`src/rtl/alu_share_arbiter.sv`:
```
// Two-requester arbiter in front of a single shared 8-bit ALU.
// Each requester hands over one operation at a time. The shared ALU computes
// it and holds the 9-bit result until the consumer takes it. Only one operation
// is in flight at any time, and there is no result buffering.
module alu_share_arbiter #(
    parameter int FIXED_PRIO = 0
) (
    input  logic        clk,
    input  logic        rst,
    input  logic        req0_valid,
    output logic        req0_ready,
    input  logic [7:0]  req0_a,
    input  logic [7:0]  req0_b,
    input  logic [1:0]  req0_op,
    input  logic        req1_valid,
    output logic        req1_ready,
    input  logic [7:0]  req1_a,
    input  logic [7:0]  req1_b,
    input  logic [1:0]  req1_op,
    output logic        rsp_valid,
    input  logic        rsp_ready,
    output logic [8:0]  rsp_data,
    output logic        rsp_id,
    output logic [15:0] ops_done
);

    typedef enum logic [1:0] {
        IDLE = 2'd0,
        EXEC = 2'd1,
        RESP = 2'd2
    } state_t;

    state_t      r_state;
    state_t      w_nextState;

    logic        w_grantId;
    logic        w_accept;
    logic        w_rspFire;
    logic        r_lastGrant;

    logic [7:0]  r_opA;
    logic [7:0]  r_opB;
    logic [1:0]  r_op;
    logic        r_opId;

    logic [8:0]  w_result;
    logic [8:0]  r_rspData;
    logic        r_rspId;
    logic [15:0] r_opsDone;

    // Pick a winner. With both requesters valid, round-robin favours the one
    // that did not own the last completed response. Fixed mode always favours req0.
    always_comb begin
        w_grantId = 1'b0;
        if (req0_valid && req1_valid) begin
            if (FIXED_PRIO != 0) begin
                w_grantId = 1'b0;
            end else begin
                w_grantId = ~r_lastGrant;
            end
        end else if (req1_valid) begin
            w_grantId = 1'b1;
        end
    end

    assign w_accept  = (r_state == IDLE) && (req0_valid || req1_valid) && !rst;
    assign w_rspFire = (r_state == RESP) && rsp_ready;

    // State register. Reset drops any operation that is in flight.
    always_ff @(posedge clk or posedge rst) begin
        if (rst) begin
            r_state <= IDLE;
        end else begin
            r_state <= w_nextState;
        end
    end

    // Next-state logic and handshake outputs. Ready is shown only in IDLE, and only for the winner.
    always_comb begin
        w_nextState = r_state;
        req0_ready  = 1'b0;
        req1_ready  = 1'b0;
        rsp_valid   = 1'b0;
        case (r_state)
            IDLE: begin
                if (!rst) begin
                    req0_ready = req0_valid && !w_grantId;
                    req1_ready = req1_valid && w_grantId;
                end
                if (req0_valid || req1_valid) begin
                    w_nextState = EXEC;
                end
            end
            EXEC: begin
                w_nextState = RESP;
            end
            RESP: begin
                rsp_valid = 1'b1;
                if (rsp_ready) begin
                    w_nextState = IDLE;
                end
            end
            default: begin
                w_nextState = IDLE;
            end
        endcase
    end

    // Capture the winner's operands on the accept edge. Other changes to the operand inputs are ignored.
    always_ff @(posedge clk or posedge rst) begin
        if (rst) begin
            r_opA  <= 8'h00;
            r_opB  <= 8'h00;
            r_op   <= 2'b00;
            r_opId <= 1'b0;
        end else if (w_accept) begin
            r_opA  <= w_grantId ? req1_a  : req0_a;
            r_opB  <= w_grantId ? req1_b  : req0_b;
            r_op   <= w_grantId ? req1_op : req0_op;
            r_opId <= w_grantId;
        end
    end

    // The shared ALU. Bit 8 carries the add carry or the subtract borrow.
    always_comb begin
        w_result = 9'h000;
        case (r_op)
            2'b00:   w_result = {1'b0, r_opA} + {1'b0, r_opB};
            2'b01:   w_result = {1'b0, r_opA} - {1'b0, r_opB};
            2'b10:   w_result = {1'b0, r_opA ^ r_opB};
            default: w_result = {1'b0, r_opA[6:0], 1'b0};
        endcase
    end

    // Register the result in EXEC. It then stays put while the consumer stalls in RESP.
    always_ff @(posedge clk or posedge rst) begin
        if (rst) begin
            r_rspData <= 9'h000;
            r_rspId   <= 1'b0;
        end else if (r_state == EXEC) begin
            r_rspData <= w_result;
            r_rspId   <= r_opId;
        end
    end

    // Completion bookkeeping: count responses and remember the owner for round-robin.
    always_ff @(posedge clk or posedge rst) begin
        if (rst) begin
            r_opsDone   <= 16'h0000;
            r_lastGrant <= 1'b1;
        end else if (w_rspFire) begin
            r_opsDone   <= r_opsDone + 16'd1;
            r_lastGrant <= r_rspId;
        end
    end

    assign rsp_data = r_rspData;
    assign rsp_id   = r_rspId;
    assign ops_done = r_opsDone;

endmodule

```
`config.mk`:
```
export PLATFORM = sky130hd
export DESIGN_NAME = alu_share_arbiter
export DESIGN_NICKNAME = d
export VERILOG_FILES = /design/src/rtl/alu_share_arbiter.sv
export SDC_FILE = /design/constraint.sdc
export NUM_CORES = 1
export LEC_CHECK = 0
export CAP_MARGIN = 40
export CELL_PAD_IN_SITES_DETAIL_PLACEMENT = 1
export CELL_PAD_IN_SITES_GLOBAL_PLACEMENT = 1
export CORE_ASPECT_RATIO = 1.1
export CORE_UTILIZATION = 38
export DETAILED_ROUTE_END_ITERATION = 8
export GPL_ROUTABILITY_DRIVEN = 0
export PLACE_DENSITY = 0.79
export SLEW_MARGIN = 20
export SYNTH_ARGS = -nofsm -noshare
export SYNTH_HDL_FRONTEND = slang
export SYNTH_SLANG_ARGS = --single-unit
```
`constraint.sdc`:
```
create_clock -name clk -period 2.9 [get_ports clk]
set_clock_uncertainty 0.2 [all_clocks]
set_input_delay 0.29 -clock clk [delete_from_list [all_inputs] [get_ports clk]]
set_output_delay 0.29 -clock clk [all_outputs]
set_load 0.005 [all_outputs]
```
==> results of run 1 <==
## synth_stat cells, types with 2 or more instances
cell	n	area share, %
a2111oi_0	3	0.92
a21oi_1	24	4.2
and3_1	5	1.1
buf_2	7	1.2
buf_4	4	1.0
dfrtp_1	47	41
ha_1	10	4.4
inv_1	13	1.7
mux2_2	2	0.78
mux2i_1	23	8.0
nand2_1	23	3.0
nand2b_1	4	0.87
nand3_1	8	1.4
nand4_1	3	0.65
nor2_1	31	4.1
nor2b_1	6	1.3
nor3_1	4	0.70
o21ai_0	14	2.4
o21bai_1	2	0.52
o31ai_1	2	0.52
xnor2_1	23	7.0
xor2_1	9	2.7
## power by group through the flow
stage | clock network (mW) | logic, mW | registers, mW
detailed placement | 0 | 2.56 | 1.21
global placement | 0 | 2.45 | 1.19
floorplan | 0 | 1.92 | 1.14
CTS | 0.615 | 2.62 | 1.19
finish | 0.593 | 2.59 | 1.19
global route | 0.633 | 2.89 | 1.23
## layout make-up
type | count | area, um^2 | area share (%)
multi-input combinational | 219 | 1540 | 40.8
timing repair buffer | 75 | 748 | 19.8
clock inverter | 3 | 68.8 | 1.82
tap | 85 | 106 | 2.81
clock buffer | 5 | 68.8 | 1.82
sequential | 48 | 1200 | 31.7
inverter | 13 | 48.8 | 1.29
## cell families after synthesis
logic type / synth area share, %
adder cells (fa/ha/maj): 5.06
AO/OA/AOI/OAI: 13.9
flip-flops: 41.9
multiplexers: 8.81
AND/OR/NAND/NOR: 16.1
buffers and inverters: 4.49
XOR/XNOR: 9.77
## path summary, 6_finish.rpt
kind                                           from                       end  slack, ps
max                             r_op[1]$_DFFE_PP0P_   rsp_data[7]$_DFFE_PP0N_        160
min                                             rst        rsp_id$_DFFE_PP0N_        130
max reg2reg                     r_op[1]$_DFFE_PP0P_   rsp_data[7]$_DFFE_PP0N_        160
min reg2reg                ops_done[15]$_DFFE_PP0P_  ops_done[15]$_DFFE_PP0P_        290
max in group asynchronous                       rst   rsp_data[7]$_DFFE_PP0N_       1870
min in group clk           ops_done[15]$_DFFE_PP0P_  ops_done[15]$_DFFE_PP0P_        290
## worst max-delay path: stages (launching register included)
cell and delay [ps]:
dfrtp_1 380, nor2b_1 370, mux2i_1 380, ha_1 290, nor2b_1 140, o211ai_2 180, nand4_1 140, and3_1 170
or3_1 370
## per-layer routing
layer / global-route usage (%) / part of all wire [%] / up-vias
li1: - / - / 1151
met4: 4.66 / 0.97 / 0
met2: 32.9 / 50 / 53
met1: 23.9 / 46 / 1139
met3: 3.09 / 2.7 / 5
met5: 0 / 0 / -
## sequential cells by signal, summed over array words and instances, names as in the netlist
register and count:
r_opA 8, r_opId 1, rsp_id 1, rsp_data 9, ops_done 16, r_state 2, r_opB 8, r_op 2
r_lastGrant 1
## through the flow
stage / cell area (um^2) / total power [mW] / hold WS (ps) / std cells
after floorplan: 2870 / 3.07 / 198 / 293
after global placement: 3650 / 3.64 / 261 / 440
after detailed placement: 3650 / 3.77 / 281 / 440
after CTS: 3790 / 4.42 / 140 / 448
after global routing: 3790 / 4.75 / 169 / 448
final: 3790 / 4.37 / 133 / 448
==> results_dict.tcl, run 1 <==
set metrics [dict create \
    die_y_um 93.1 \
    cp-end-kind "flop" \
    htreeDepth 2 \
    via_per_inst 5.24 \
    maxCapViolCount 0 \
    cts_tree "done" \
    drt_first_pass_iters 6 \
    layout_setup_ws_ps 165 \
    die_w_um 84.8 \
    antenna_cells 0 \
    drive_gt1_share_pct 7.99 \
    final_cell_mix "69 x clkdlybuf4s50_1, 47 x dfrtp_1, 31 x nor2_1" \
    rows 32 \
    reg2reg_depth 8 \
    utilization_pct 52.8 \
    cts_buffer_depth 2 \
    wl_per_cell_um 15.1 \
    cp-start-kind "flop" \
    cts_resized 0 \
    drc 2 \
    period_share_pct 94.3 \
    timing.fmax_ghz 0.366 \
    die_area_um2 7900 \
    path_clk_slew_ps 90 \
    final-setup-viol-count 0 \
    rsz0062_at_grt "false" \
    grt_max_degree 38 \
    ys.flop_type "dfrtp_1" \
    hp-class "input pin to asynchronous set/reset pin" \
    syn_avg_cell_area_um2 9.79 \
    route.vias.total 2348 \
    switching_share_pct 43.3 \
    cellLeakagePower_nw 1.64 \
    vdd_ir_drop_max_mv 0.435 \
    cp.required_ps 2890 \
    finalHoldViolCount 0 \
    power_switching_mw 1.89 \
    overflow 0 \
    synthArstFlopShare_pct 100 \
    ant_nets 0 \
    grt_pass1_vias 2440 \
    synth_seq_area_share_pct 41.9 \
    syn_area_um2 2870 \
    crit_fanout 6 \
    violations "design-rule violations" \
    pre_cts_slack_ps 161 \
    nNetsFinal 414 \
    antenna_found_initial 0 \
    ios 70 \
    areaGrowthSynthToFinish_pct 32.0 \
    initial_core_util_pct 40.0 \
    hold_buffers 0 \
    final_common_cell "clkdlybuf4s50_1" \
    slew_headroom_pct 70.2 \
    grt_use_total_pct 18.7 \
    clock_sinks 48 \
    fillerInstances 826 \
    synth_cells 293 \
    worstMarginPinSlew_ps 446 \
    pwr-share-clk_pct 13.6 \
    dr.first_iter.drc_count 71 \
    place_hpwl_um 5270 \
    post_cts_buffers 0 \
    grt_pass1_wl_um 11700 \
    coreArea_um2 7170 \
    numCtsBuffers 5 \
    combPwrFrac_pct 59.3 \
    cts_root_buffer "clkbuf_8" \
    worstPathArrival_ps 2730 \
    p_int_mw 2.48 \
    crit_type "flop to flop" \
    synthDistinctLibCells 48 \
    status "complete, but fails checks" \
    power_density_nw_per_um2 1150 \
    numPortBuffers 69 \
    insertion_delay_ps 310 \
    post-route-min-period_ps 2740 \
    synth_enable_flop_cells 0 \
    tns_ps 0 \
    drt_wl_total_um 6770 \
    ys_ff_latch 48 \
    ys_warn_count 0 \
    seq_power_share_pct 27.1 \
    synth_fp_nets 345 \
    finalMaxSlewViolations 0 \
]
Power figures use the tool's default switching activity.
==> inputs of run 2 (changes only) <==
- ABC_CLOCK_PERIOD_IN_PS: not set -> 2900
- CELL_PAD_IN_SITES_DETAIL_PLACEMENT: 1 -> not set
- CELL_PAD_IN_SITES_GLOBAL_PLACEMENT: 1 -> not set
- CORE_UTILIZATION: 38 -> 50
==> results_dict.tcl, run 2 (same netlist as run 1, synthesis figures left out) <==
set metrics [dict create \
    final_cell_mix "69 x clkdlybuf4s50_1, 47 x dfrtp_1, 31 x nor2_1" \
    rsz0062_at_grt "false" \
    numCtsBuffers 5 \
    via_per_inst 5.18 \
    antenna_cells 0 \
    vdd_ir_drop_max_mv 0.499 \
    finalMaxSlewViolations 0 \
    cts_buffer_depth 2 \
    post_cts_buffers 0 \
    nNetsFinal 415 \
    largest_reg_flops 16 \
    insertion_delay_ps 310 \
    overflow 0 \
    initial_core_util_pct 52.5 \
    crit_family "simple AND/OR/NAND/NOR gates" \
    wl_per_cell_um 13.2 \
    crit_buf_inv 0 \
    cp-end-kind "flop" \
    slew_headroom_pct 57.5 \
    coreArea_um2 5470 \
    slowest_delay_ps 400 \
    post-route-min-period_ps 2700 \
    grt_use_total_pct 20.8 \
    place_hpwl_um 4400 \
    die_y_um 81.4 \
    drive_gt1_share_pct 8.24 \
    antenna_found_initial 0 \
    fillerInstances 464 \
    cpMaxStageDelayCell "mux2i_1" \
    pre_cts_slack_ps 247 \
    cp.required_ps 2880 \
    ios 70 \
    worstMarginPinSlew_ps 637 \
    crit_top_cell "nor2b_1" \
    areaGrowthSynthToFinish_pct 30.8 \
    cellLeakagePower_nw 1.63 \
    power_density_nw_per_um2 1120 \
    place_area_um2 3630 \
    rows 28 \
    fin_area_um2 3750 \
    finalHoldViolCount 0 \
    layout_setup_ws_ps 202 \
    crit_chain "nor2b_1 -> mux2i_1 -> ha_1 -> nor2b_1 -> o211ai_2 -> nand4_1 -> and3_1 -> or3_1" \
    cts_root_buffer "clkbuf_8" \
    hold_buffers 0 \
    dr.first_iter.drc_count 114 \
    path_clk_slew_ps 90 \
    maxCapViolCount 0 \
    final-setup-viol-count 0 \
    drt_wl_total_um 5780 \
    period_share_pct 93.0 \
    die_area_um2 6050 \
    grt_pass1_vias 2059 \
    route.vias.total 2275 \
    cp-start-kind "flop" \
    drc 0 \
    die_w_um 74.2 \
    drt_first_pass_iters 4 \
    grt_max_degree 38 \
    status "finished clean" \
    ant_nets 0 \
    clock_sinks 48 \
    final_common_cell "clkdlybuf4s50_1" \
    timing.fmax_ghz 0.371 \
    htreeDepth 2 \
    cts_resized 0 \
    grt_pass1_wl_um 9590 \
    numPortBuffers 69 \
    crit_fanout 6 \
    hp-class "input pin to asynchronous set/reset pin" \
    crit_type "flop to flop" \
    cts_tree "done" \
    worstPathArrival_ps 2680 \
    tns_ps 0 \
]
## run 2: layout make-up
class / instances / area, um^2 / area share [%]
Timing Repair Buffer: 76 / 743 / 19.8
Clock buffer: 6 / 82.6 / 2.20
Inverter: 13 / 48.8 / 1.30
Multi-Input combinational cell: 219 / 1540 / 41.1
Clock inverter: 2 / 38.8 / 1.03
Sequential cell: 48 / 1200 / 32.0
Tap cell: 75 / 93.8 / 2.50
## run 2: metrics by stage
stage	cells	power, mW	hold WS (ps)	utilization [%]
floorplan	293	3.07	198	-
global placement	431	3.62	264	66.5
detailed placement	431	3.70	271	66.5
CTS	439	4.22	237	68.7
global route	439	4.57	265	68.7
finish	439	4.21	208	68.7
## run 2: per-layer routing
layer	vias up	share of wire [%]	GRT usage (%)	routed length [um]
met3	7	3.7	3.80	212
met4	0	1.2	5.47	70
li1	1152	-	-	-
met5	-	0	0	0
met2	55	49	34.6	2810
met1	1061	46	28.0	2690
## run 2: final timing paths
path / start / cells after the start / end / slack, ps
worst min register to register: rsp_data[4]$_DFFE_PP0N_ / 2 / rsp_data[4]$_DFFE_PP0N_ / 280
worst min-delay path: rst / 2 / ops_done[2]$_DFFE_PP0P_ / 210
min in group clk: rsp_data[4]$_DFFE_PP0N_ / 2 / rsp_data[4]$_DFFE_PP0N_ / 280
worst max register to register: r_op[1]$_DFFE_PP0P_ / 8 / rsp_data[7]$_DFFE_PP0N_ / 200
max in group asynchronous: rst / 3 / rsp_data[0]$_DFFE_PP0N_ / 1690
worst max-delay path: r_op[1]$_DFFE_PP0P_ / 8 / rsp_data[7]$_DFFE_PP0N_ / 200
## run 2: report_power, final
group	internal, mW	switching (mW)
combinational	1.21	1.31
clock	0.282	0.224
sequential	0.918	0.265
total	2.41	1.80
## run 2: worst register-to-register path, stage by stage (launching register included)
cell and delay (ps):
dfrtp_1 380, nor2b_1 350, mux2i_1 400, ha_1 290
nor2b_1 150, o211ai_2 170, nand4_1 120, and3_1 150
or3_1 360
==> inputs of run 3 (changes only) <==
--- a/config.mk
+++ b/config.mk
@@ -7,10 +7,10 @@
 export LEC_CHECK = 0
 export ABC_CLOCK_PERIOD_IN_PS = 2900
-export CAP_MARGIN = 40
+export CAP_MARGIN = 5
 export CORE_ASPECT_RATIO = 1.1
-export CORE_UTILIZATION = 50
+export CORE_UTILIZATION = 40
 export DETAILED_ROUTE_END_ITERATION = 8
 export GPL_ROUTABILITY_DRIVEN = 0
-export PLACE_DENSITY = 0.79
+export PLACE_DENSITY = 0.65
 export SLEW_MARGIN = 20
 export SYNTH_ARGS = -nofsm -noshare
==> constraint.sdc (replaced) <==
create_clock -name clk -period 2.9 [get_ports clk]
set_clock_uncertainty 0.2 [all_clocks]
set_input_delay 0.29 -clock clk [delete_from_list [all_inputs] [get_ports clk]]
set_output_delay 0.29 -clock clk [all_outputs]
set_load 0.1 [all_outputs]
==> results_dict.tcl, run 3 (same netlist as run 1, synthesis figures left out) <==
set metrics [dict create \
    power_density_nw_per_um2 1340 \
    dp_cells 440 \
    tns_ps 0 \
    crit_type "flop to flop" \
    antenna_found_initial 0 \
    hold_ws_ps 190 \
    rows 32 \
    antenna_cells 0 \
    rsz0062_at_grt "false" \
    worstPathArrival_ps 2670 \
    initial_core_util_pct 41.2 \
    crit_fanout 6 \
    post-route-min-period_ps 2670 \
    finalHoldViolCount 0 \
    overflow 0 \
    r2r-end "rsp_data[7]$_DFFE_PP0N_" \
    grt_pass1_vias 2125 \
    cp.required_ps 2890 \
    cellLeakagePower_nw 1.69 \
    power_switching_mw 2.55 \
    ant_nets 0 \
    wl_per_cell_um 13.1 \
    clock_sinks 48 \
    htreeDepth 2 \
    coreArea_um2 6970 \
    grt_use_total_pct 17.0 \
    timing.fmax_ghz 0.374 \
    vdd_ir_drop_max_mv 0.655 \
    crit_start "r_op[1]$_DFFE_PP0P_" \
    insertion_delay_ps 310 \
    slew_headroom_pct 63.0 \
    cts_resized 0 \
    reg2reg_depth 8 \
    areaGrowthSynthToFinish_pct 29.9 \
    status "finished clean" \
    cts_buffer_depth 2 \
    ios 70 \
    grt_max_degree 38 \
    instances_no_fill 448 \
    die_y_um 90.8 \
    final_common_cell "dfrtp_1" \
    die_w_um 82.8 \
    cts_tree "done" \
    drive_gt1_share_pct 16.0 \
    largest_reg_flops 16 \
    cp-start-kind "flop" \
    drt_wl_total_um 5890 \
    switching_share_pct 51.1 \
    regToRegStartpoint "r_op[1]$_DFFE_PP0P_" \
    cp-end-kind "flop" \
    period_share_pct 92.2 \
    final-setup-viol-count 0 \
    seq_power_share_pct 23.6 \
    finalMaxSlewViolations 0 \
    nNetsFinal 414 \
    grt_pass1_wl_um 9960 \
    maxCapViolCount 0 \
    place_hpwl_um 4510 \
    final_cell_mix "47 x dfrtp_1, 40 x clkdlybuf4s50_1, 33 x buf_4" \
    cts_root_buffer "clkbuf_8" \
    p_int_mw 2.44 \
    die_area_um2 7520 \
    via_per_inst 5.07 \
    route.vias.total 2273 \
    r2r_slack_ps 230 \
    numCtsBuffers 5 \
    path_clk_slew_ps 100 \
    drc 0 \
    crit_end "rsp_data[7]$_DFFE_PP0N_" \
    dr.first_iter.drc_count 49 \
    pwr-share-clk_pct 11.9 \
    numPortBuffers 69 \
    post_cts_buffers 0 \
    hp-class "input pin to asynchronous set/reset pin" \
    drt_first_pass_iters 4 \
    hold_buffers 0 \
    worstMarginPinSlew_ps 555 \
    combPwrFrac_pct 64.6 \
]
run 3: power groups by stage:
stage	Combinational [mW]	Sequential [mW]	Clock (mW)
global route	3.53	1.22	0.634
CTS	3.24	1.18	0.607
detailed placement	3.22	1.20	0
global placement	3.16	1.19	0
floorplan	2.00	1.80	0
finish	3.22	1.18	0.592
run 3: layout make-up:
class / count / area, um^2
flip-flops and latches: 48 / 1200
well taps: 85 / 106
repair buffers: 75 / 688
multi-input cells: 219 / 1540
inverters: 13 / 48.8
clock inverters: 3 / 68.8
clock buffers: 5 / 68.8
fillers: 696 / 3240
run 3: metal layers:
layer | wire, um | GRT usage (%) | up-vias
met5 | 0 | 0 | -
met4 | 32 | 4.74 | 0
met3 | 236 | 3.13 | 4
met2 | 2800 | 26.4 | 57
met1 | 2820 | 23.9 | 1060
li1 | - | - | 1152
run 3: through the flow:
step	area, um^2	worst slack [ps]	utilization, %	power [mW]
finish	3730	226	53.5	4.99
CTS	3730	230	53.5	5.02
floorplan	2870	337	-	3.80
detailed placement	3590	243	51.5	4.41
global route	3730	18.6	53.5	5.38
global placement	3590	303	51.5	4.34
run 3: critical path, stage by stage (launching register included):
cell      delay [ps]
dfrtp_1          390
nor2b_1          350
mux2i_1          370
ha_1             290
nor2b_1          150
o211ai_2         170
nand4_1          130
and3_1           160
or3_1            360
run 3: worst min path at each step:
stage,endpoint
floorplan,r_state[1]$_DFFE_PP0P_
global placement,ops_done[15]$_DFFE_PP0P_
detailed placement,rsp_data[1]$_DFFE_PP0N_
CTS,r_opA[1]$_DFFE_PP0P_
global route,r_state[1]$_DFFE_PP0P_
finish,r_state[1]$_DFFE_PP0P_
